### src/rtl/multi_issue.sv
// multi_issue: valid/ready front end that drives a start/done multi-cycle unit.
// Latency: start one cycle after accept; response one cycle after done, or TIMEOUT+2 cycles after accept.
// Backpressure: one request in flight; req_ready only in IDLE, RESP holds until rsp_ready.
module multi_issue #(
   parameter int WIDTH   = 32,
   parameter int TIMEOUT = 15
) (
   input  logic             clock,
   input  logic             reset,
   input  logic             req_valid,
   output logic             req_ready,
   input  logic [WIDTH-1:0] req_data,
   output logic             start,
   output logic [WIDTH-1:0] inp,
   input  logic             done,
   input  logic [WIDTH-1:0] out,
   output logic             rsp_valid,
   input  logic             rsp_ready,
   output logic [WIDTH-1:0] rsp_data,
   output logic             rsp_timeout,
   output logic             busy
);

   localparam int CW = (TIMEOUT > 1) ? $clog2(TIMEOUT) : 1;
   localparam logic [CW-1:0] CNT_LAST = CW'(TIMEOUT - 1);

   typedef enum logic [1:0] {
      IDLE  = 2'd0,
      START = 2'd1,
      WAIT  = 2'd2,
      RESP  = 2'd3
   } state_t;

   state_t           state_q;
   logic [CW-1:0]    cnt_q;
   logic [WIDTH-1:0] inp_q;
   logic [WIDTH-1:0] rsp_data_q;
   logic             rsp_timeout_q;

   // Single FSM: sequences one request through start, wait and response; done outside WAIT is stale.
   always_ff @(posedge clock) begin
      if (reset) begin
         state_q       <= IDLE;
         cnt_q         <= '0;
         inp_q         <= '0;
         rsp_data_q    <= '0;
         rsp_timeout_q <= 1'b0;
      end else begin
         case (state_q)
            IDLE: begin
               if (req_valid) begin
                  inp_q   <= req_data;
                  state_q <= START;
               end
            end
            START: begin
               cnt_q   <= '0;
               state_q <= WAIT;
            end
            WAIT: begin
               // done wins over the timeout when both land in the same cycle
               if (done) begin
                  rsp_data_q    <= out;
                  rsp_timeout_q <= 1'b0;
                  state_q       <= RESP;
               end else if (cnt_q == CNT_LAST) begin
                  rsp_data_q    <= '0;
                  rsp_timeout_q <= 1'b1;
                  state_q       <= RESP;
               end else begin
                  cnt_q <= cnt_q + 1'b1;
               end
            end
            RESP: begin
               if (rsp_ready) begin
                  state_q <= IDLE;
               end
            end
            default: state_q <= IDLE;
         endcase
      end
   end

   // Handshake and pulse outputs are pure decodes of the registered state.
   assign req_ready   = (state_q == IDLE);
   assign start       = (state_q == START);
   assign rsp_valid   = (state_q == RESP);
   assign busy        = (state_q != IDLE);
   assign inp         = inp_q;
   assign rsp_data    = rsp_data_q;
   assign rsp_timeout = rsp_timeout_q;

endmodule

### config.mk
export PLATFORM = sky130hd
export DESIGN_NAME = multi_issue
export DESIGN_NICKNAME = d
export VERILOG_FILES = /design/src/rtl/multi_issue.sv
export SDC_FILE = /design/constraint.sdc
export NUM_CORES = 1
export LEC_CHECK = 0
export ABC_AREA = 1
export BUFFER_PORTS_ARGS = -buffer_cell sky130_fd_sc_hd__buf_4
export CAP_MARGIN = 20
export CORE_MARGIN = 1
export CORE_UTILIZATION = 34
export CTS_BUF_LIST = sky130_fd_sc_hd__clkbuf_4 sky130_fd_sc_hd__clkbuf_8
export DETAILED_ROUTE_END_ITERATION = 10
export PLACE_DENSITY = 0.73
export SYNTH_ARGS = -nofsm -noshare
export SYNTH_HDL_FRONTEND = slang
export SYNTH_SLANG_ARGS = --single-unit
### constraint.sdc
create_clock -name clock -period 1.8 [get_ports clock]
set_clock_uncertainty 0.2 [all_clocks]
set_input_delay 0.18 -clock clock [delete_from_list [all_inputs] [get_ports clock]]
set_output_delay 0.18 -clock clock [all_outputs]
set_load 0.02 [all_outputs]
==> impl_metrics.toml, run 1 <==
[status]
status = "complete, no violations"

[global_route]
grt_max_degree = 37
grt_pass1_vias = 2972
grt_remaining_overflow = 0
grt_pass1_wl_um = 13300
grt_usage = 0.198
antenna_found_initial = 0

[pwr]
worst_ir_drop_vdd_v = 0.000887
power.density_nw_per_um2 = 1260
total_power_mw = 5.87
power.leakage_nw = 2.08

[setup_path]
crit_path_end = "busy"
crit_chain = "inv_1 > ha_2 > inv_1 > buf_4"
cp.depth = 4
rr_startpoint = "state_q[0]$_SDFFE_PP0P_"
crit_slowest_cell = "dfxtp_1"
cp.arrival_ns = 1.30
worstSetupPathType = "reg2out"
critical_path_required_ns = 1.42
crit_buf_inv = 3
start_kind = "register"
critPathTopFamily = "flip-flops"
worst_path_most_repeated_cell = "inv_1"
r2r_setup_slack_ns = 0.12
setup.worst_path.start = "state_q[1]$_SDFFE_PP0P_"
cp-end-kind = "output pin"
r2r_cells = 6
slowest_delay_ns = 0.43
cp_max_fo = 4
r2r_end = "inp[3]$_SDFFE_PP0P_"

[sta]
worst_pin_slew_ns = 0.514
slew_headroom = 0.657
hold_viol = 0
setup_tns_ns = 0
period_needed_ns = 1.68
fmax_ghz = 0.594
fin_crit_sh = 0.935
maxSlewViolCount = 0
setup_viol = 0

[clock_tree]
cts_tree = "built"
cts_max_path_buffers = 2
cts_sinks = 71
cts_root_buffer = "clkbuf_8"
h-tree-depth = 3
path_clk_slew_ns = 0.08
cts_buffers = 9
clock_latency_ns = 0.33

[floorplan]
initial_utilization = 0.352
ioPinCount = 138
die-width_um = 91.5
core.rowCount = 32
dieArea_sq_um = 8370
die-height_um = 91.5
core_sq_um = 7730

[drt]
ant_nets = 0
wl_per_cell_um = 12.4
drc_errors = 0
totalWireLength_um = 8070
drt_iter0_drc = 143
vias = 2958
dr.pass1.iters = 5
vias_per_cell = 4.54

[yosys]
synthesis.instances = 351
ys_types = 19
synth_top_cell_area_share = 0.522
yosysTopAreaCell = "dfxtp_1"
yosysSeqAreaShare = 0.522
synth_area_sq_um = 2720
syn_nets = 427
synth_area_leaders = "dfxtp_1, nand2_1, nor2_1"
ys_ff_latch = 71
avgSynthCellArea_sq_um = 7.76
yosysWarnings = 0

[finish]
drive_gt1_frac = 0.299
n_fill_cell = 608
multiInputGateArea_sq_um = 1130
regArea_sq_um = 1420
antenna_cells = 0
area_delta_synth_final_pct = 71.6
nNetsFinal = 622

[place]
port_buffers = 137
hpwl_um = 4730
routabilityCongestion = 0.763

[worst_hold_path]
hold_class = "in2reg"

[run]
maxCapViolCount = 0
==> report_power, final <==
group	total (mW)	switching, mW	internal (mW)
registers	2.10	0.197	1.90
clock network	1.36	0.589	0.770
logic	2.41	1.39	1.02
total	5.87	2.18	3.69
==> worst register-to-register path: cells and delay by family (launching register included) <==
kind | cells | cell delay (ns)
compound gates | 1 | 0.21
fa+ha+maj | 1 | 0.24
buf+inv | 2 | 0.37
flops | 1 | 0.35
simple gates | 2 | 0.21
==> sequential cells by signal (all words and copies together), names as in the netlist <==
| register | flops |
|---|---|
| cnt_q | 4 |
| inp | 32 |
| rsp_data | 32 |
| rsp_timeout | 1 |
| state_q | 2 |
==> cells by family after synthesis <==
logic type      after synthesis  share of synthesized area
compound gates               70                      0.130
fa+ha+maj                     7                     0.0322
buf+inv                      37                     0.0731
flops                        71                      0.522
simple gates                166                      0.243
==> synthesized netlist by cell type <==
master / instances
nand2_2: 2
nand3_1: 6
ha_1: 7
nand2_1: 79
o21ai_0: 34
buf_2: 7
nand2_4: 2
a21oi_1: 35
buf_4: 1
nand4_1: 2
nand3_2: 1
clkbuf_1: 6
inv_4: 1
dfxtp_1: 71
buf_6: 6
nor2_1: 74
inv_1: 14
inv_2: 2
a211oi_1: 1
==> placed cells by master, fill, tap and decap left out, drive strengths merged <==
cell type	synthesis	final
dfxtp	71	71
a21oi	35	35
ha	7	7
clkinvlp	0	2
nand2	83	83
dlygate4sd3	0	64
inv	17	18
nand3	7	7
a211oi	1	1
o21ai	34	34
nor2	74	74
nand4	2	2
buf	14	140
clkbuf	6	9
bufinv	0	2
==> metal layers <==
metal	wire length, um	up-vias	global-route usage
li1	-	1496	-
met2	3990	120	0.346
met4	124	0	0.0873
met1	3230	1328	0.213
met3	729	14	0.0704
met5	0	-	0
==> repair_timing <==
| item | in CTS | in global routing |
|---|---|---|
| hold buffers | 64 | 0 |
| endpoints found under the hold margin | 64 | 0 |
| setup endpoints to repair | 1 | 51 |
| buffers inserted | 0 | 0 |
| resized for setup | 1 | 10 |
| cloned | 0 | 0 |
==> final cells by class <==
class                           instances  share of cell area
Sequential cell                        71               0.304
Multi-Input combinational cell        243               0.241
Inverter                               17              0.0153
Clock buffer                            9              0.0265
Clock inverter                          5              0.0179
Tap cell                              102              0.0273
Timing Repair Buffer                  204               0.368
==> how the worst min path moves through the flow <==
stage | start | end | slack (ns) | cells after the start
6_report | done | cnt_q[2]$_SDFFE_PP0P_ | 0.08 | 6
5_1_grt | done | cnt_q[2]$_SDFFE_PP0P_ | 0.14 | 6
4_1_cts | done | cnt_q[2]$_SDFFE_PP0P_ | 0.04 | 6
3_5_place_dp | req_data[16] | inp[16]$_SDFFE_PP0P_ | 0.24 | 3
3_3_place_gp | req_data[20] | inp[20]$_SDFFE_PP0P_ | 0.23 | 3
2_1_floorplan | out[0] | rsp_data[0]$_SDFFE_PP0P_ | 0.13 | 2
==> metrics by stage <==
step	utilization	cell area, sq um	setup slack [ns]	hold slack, ns	cells
final	0.604	4670	0.117	0.0786	651
after global routing	0.604	4670	-0.00845	0.138	651
after CTS	0.599	4630	0.0841	0.0375	651
after detailed placement	0.489	3780	-0.00607	0.237	573
after global placement	0.489	3780	0.102	0.231	573
after floorplan	-	2720	0.220	0.127	351
(Power assumes the default switching activity.)
==> inputs of run 2 (changes only) <==
--- a/config.mk
+++ b/config.mk
@@ -12,6 +12,7 @@
 export CORE_UTILIZATION = 34
 export CTS_BUF_LIST = sky130_fd_sc_hd__clkbuf_4 sky130_fd_sc_hd__clkbuf_8
 export DETAILED_ROUTE_END_ITERATION = 10
+export HOLD_SLACK_MARGIN = 0.08
 export PLACE_DENSITY = 0.73
 export SYNTH_ARGS = -nofsm -noshare
 export SYNTH_HDL_FRONTEND = slang
==> constraint.sdc (replaced) <==
create_clock -name clock -period 1.8 [get_ports clock]
set_clock_uncertainty 0.2 [all_clocks]
set_input_delay 0.36 -clock clock [delete_from_list [all_inputs] [get_ports clock]]
set_output_delay 0.36 -clock clock [all_outputs]
set_load 0.02 [all_outputs]
==> run 2 against run 1 <==
Die area unchanged. Wire length decreased by 5.0%. Register-to-register slack improved by 0.04 ns. Count of clock-buffer cells in the layout increased by 1. Clock power decreased by 15%. Non-clock buffer count decreased by 10. Power decreased by 4.4%. Sequential share of layout area increased by 1.0 points. Critical endpoint unchanged. Largest power group unchanged. Highest routed layer unchanged.
==> impl_metrics.toml, run 2 (synthesis gave the netlist of run 1 again) <==
[drt]
dr.pass1.iters = 4
ant_nets = 0
wl_per_cell_um = 11.9
drc_errors = 0
vias_per_cell = 4.51
totalWireLength_um = 7670
vias = 2902
drt_iter0_drc = 106

[sta]
rsz0062_at_grt = "false"
setup_viol = 0
maxSlewViolCount = 0
slew_headroom = 0.651
period_needed_ns = 1.70
fin_crit_sh = 0.944
fmax_ghz = 0.588
hold_viol = 0
worst_pin_slew_ns = 0.523
setup_tns_ns = 0

[setup_path]
critPathTopFamily = "flip-flops"
critical_path_required_ns = 1.24
r2r_end = "rsp_data[13]$_SDFFE_PP0P_"
cp-end-kind = "output pin"
start_kind = "register"
cp.arrival_ns = 1.14
slowest_delay_ns = 0.37
cp_max_fo = 4
r2r_cells = 8
worstSetupPathType = "reg2out"
r2r_setup_slack_ns = 0.16
crit_chain = "inv_2 > ha_4 > inv_1 > buf_4"
crit_slowest_cell = "dfxtp_2"
crit_buf_inv = 3
rr_startpoint = "cnt_q[0]$_SDFFE_PP0P_"

[pwr]
switching_power_mw = 2.16
power.leakage_nw = 2.04
worst_ir_drop_vdd_v = 0.000678
pwr-share-seq = 0.374
power.density_nw_per_um2 = 1240
p_int_mw = 3.45
combPwrFrac = 0.420
p_clk_frac = 0.206
swShare = 0.385

[clock_tree]
cts_sinks = 71
cts_tree = "built"
cts_root_buffer = "clkbuf_8"
cts_buffers = 9
cts_max_path_buffers = 2
path_clk_slew_ns = 0.07
clock_latency_ns = 0.34
postCtsSetupRepairBufs = 0
h-tree-depth = 3

[floorplan]
ioPinCount = 138
core.rowCount = 32
core_sq_um = 7730
die-width_um = 91.5
die-height_um = 91.5
initial_utilization = 0.352
dieArea_sq_um = 8370

[finish]
multiInputGateArea_sq_um = 1120
antenna_cells = 0
drive_gt1_frac = 0.314
most-common-layout-cells = "buf_4, nand2_1, nor2_1"
regArea_sq_um = 1420
n_fill_cell = 636
fin_util = 0.585
nNetsFinal = 612
final_common_cell = "buf_4"
area_delta_synth_final_pct = 66.2

[worst_hold_path]
hold_path_startpoint = "req_data[24]"
hold_depth = 3
holdPathEnd = "inp[24]$_SDFFE_PP0P_"
hold_class = "in2reg"

[status]
status = "complete, no violations"

[place]
port_buffers = 137
hpwl_um = 4810
routabilityCongestion = 0.767

[run]
maxCapViolCount = 0

[global_route]
grt_pass1_vias = 2919
grt_usage = 0.189
antenna_found_initial = 0
grt_pass1_wl_um = 12700
grt_max_degree = 37
grt_remaining_overflow = 0
run 2: cell types whose count changed in the layout (fill, tap and decap cells not counted), moves of 2 or more:
cell           before  now
dlygate4sd3_1      64   54
inv_2               1    4
bufinv_16           2    0
dfxtp_2             0    2
dfxtp_1            71   69
clkinv_2            0    2
inv_1              14   12
run 2: worst register-to-register path: stages (launching register included):
cell and delay [ns]:
dfxtp_1 0.36, inv_1 0.07, ha_1 0.23, nand3_2 0.09
nand2_2 0.06, nand2_4 0.18, buf_12 0.19, nand2_1 0.06
a21oi_1 0.14
run 2: power groups by stage:
stage	combinational (mW)	sequential [mW]	clock [mW]
floorplan	1.05	2.46	0
CTS	2.31	2.09	1.22
detailed placement	2.20	2.12	0
global route	2.61	2.14	1.30
global placement	2.17	2.10	0
finish	2.35	2.10	1.16
run 2: layer usage:
metal / GRT usage / vias up / part of all wire
met3: 0.0645 / 11 / 0.086
met4: 0.0767 / 0 / 0.017
li1: - / 1481 / -
met5: 0 / - / 0
met1: 0.213 / 1295 / 0.42
met2: 0.326 / 115 / 0.48
run 2: final cells by class:
cell class,count,share of cell area
Inverter,17,0.0158
Clock inverter,6,0.00940
Clock buffer,10,0.0304
Timing Repair Buffer,194,0.355
Multi-Input combinational cell,243,0.247
Tap cell,102,0.0282
Sequential cell,71,0.315
run 2: metrics by stage:
step	instance area, sq um	cells	hold WS [ns]	setup WS [ns]	total power, mW
6_report	4520	643	0.0791	0.100	5.61
4_1_cts	4510	643	0.0814	0.00459	5.62
3_5_place_dp	3780	573	0.254	0.0118	4.32
5_1_grt	4520	643	0.0919	0.00229	6.05
2_1_floorplan	2720	351	0.272	0.220	3.50
3_3_place_gp	3780	573	0.246	0.121	4.27
run 2: repair_timing:
item	in CTS	in global routing
endpoints found under the hold margin	54	0
hold buffers	54	0
gates cloned	0	0
setup endpoints to repair	3	42
gates resized for setup	3	6
run 2: worst max-delay path by stage:
stage                                        from  cells past startpoint  slack (ns)                   endpoint
after floorplan           state_q[0]$_SDFFE_PP0P_                      6        0.22        inp[0]$_SDFFE_PP0P_
after global placement    state_q[0]$_SDFFE_PP0P_                      6        0.12   rsp_data[8]$_SDFFE_PP0P_
after detailed placement  state_q[0]$_SDFFE_PP0P_                      6        0.01  rsp_data[10]$_SDFFE_PP0P_
after CTS                 state_q[0]$_SDFFE_PP0P_                      4       0.005                       busy
after global routing        cnt_q[0]$_SDFFE_PP0P_                      8       0.002  rsp_data[22]$_SDFFE_PP0P_
final                     state_q[0]$_SDFFE_PP0P_                      4        0.10                       busy
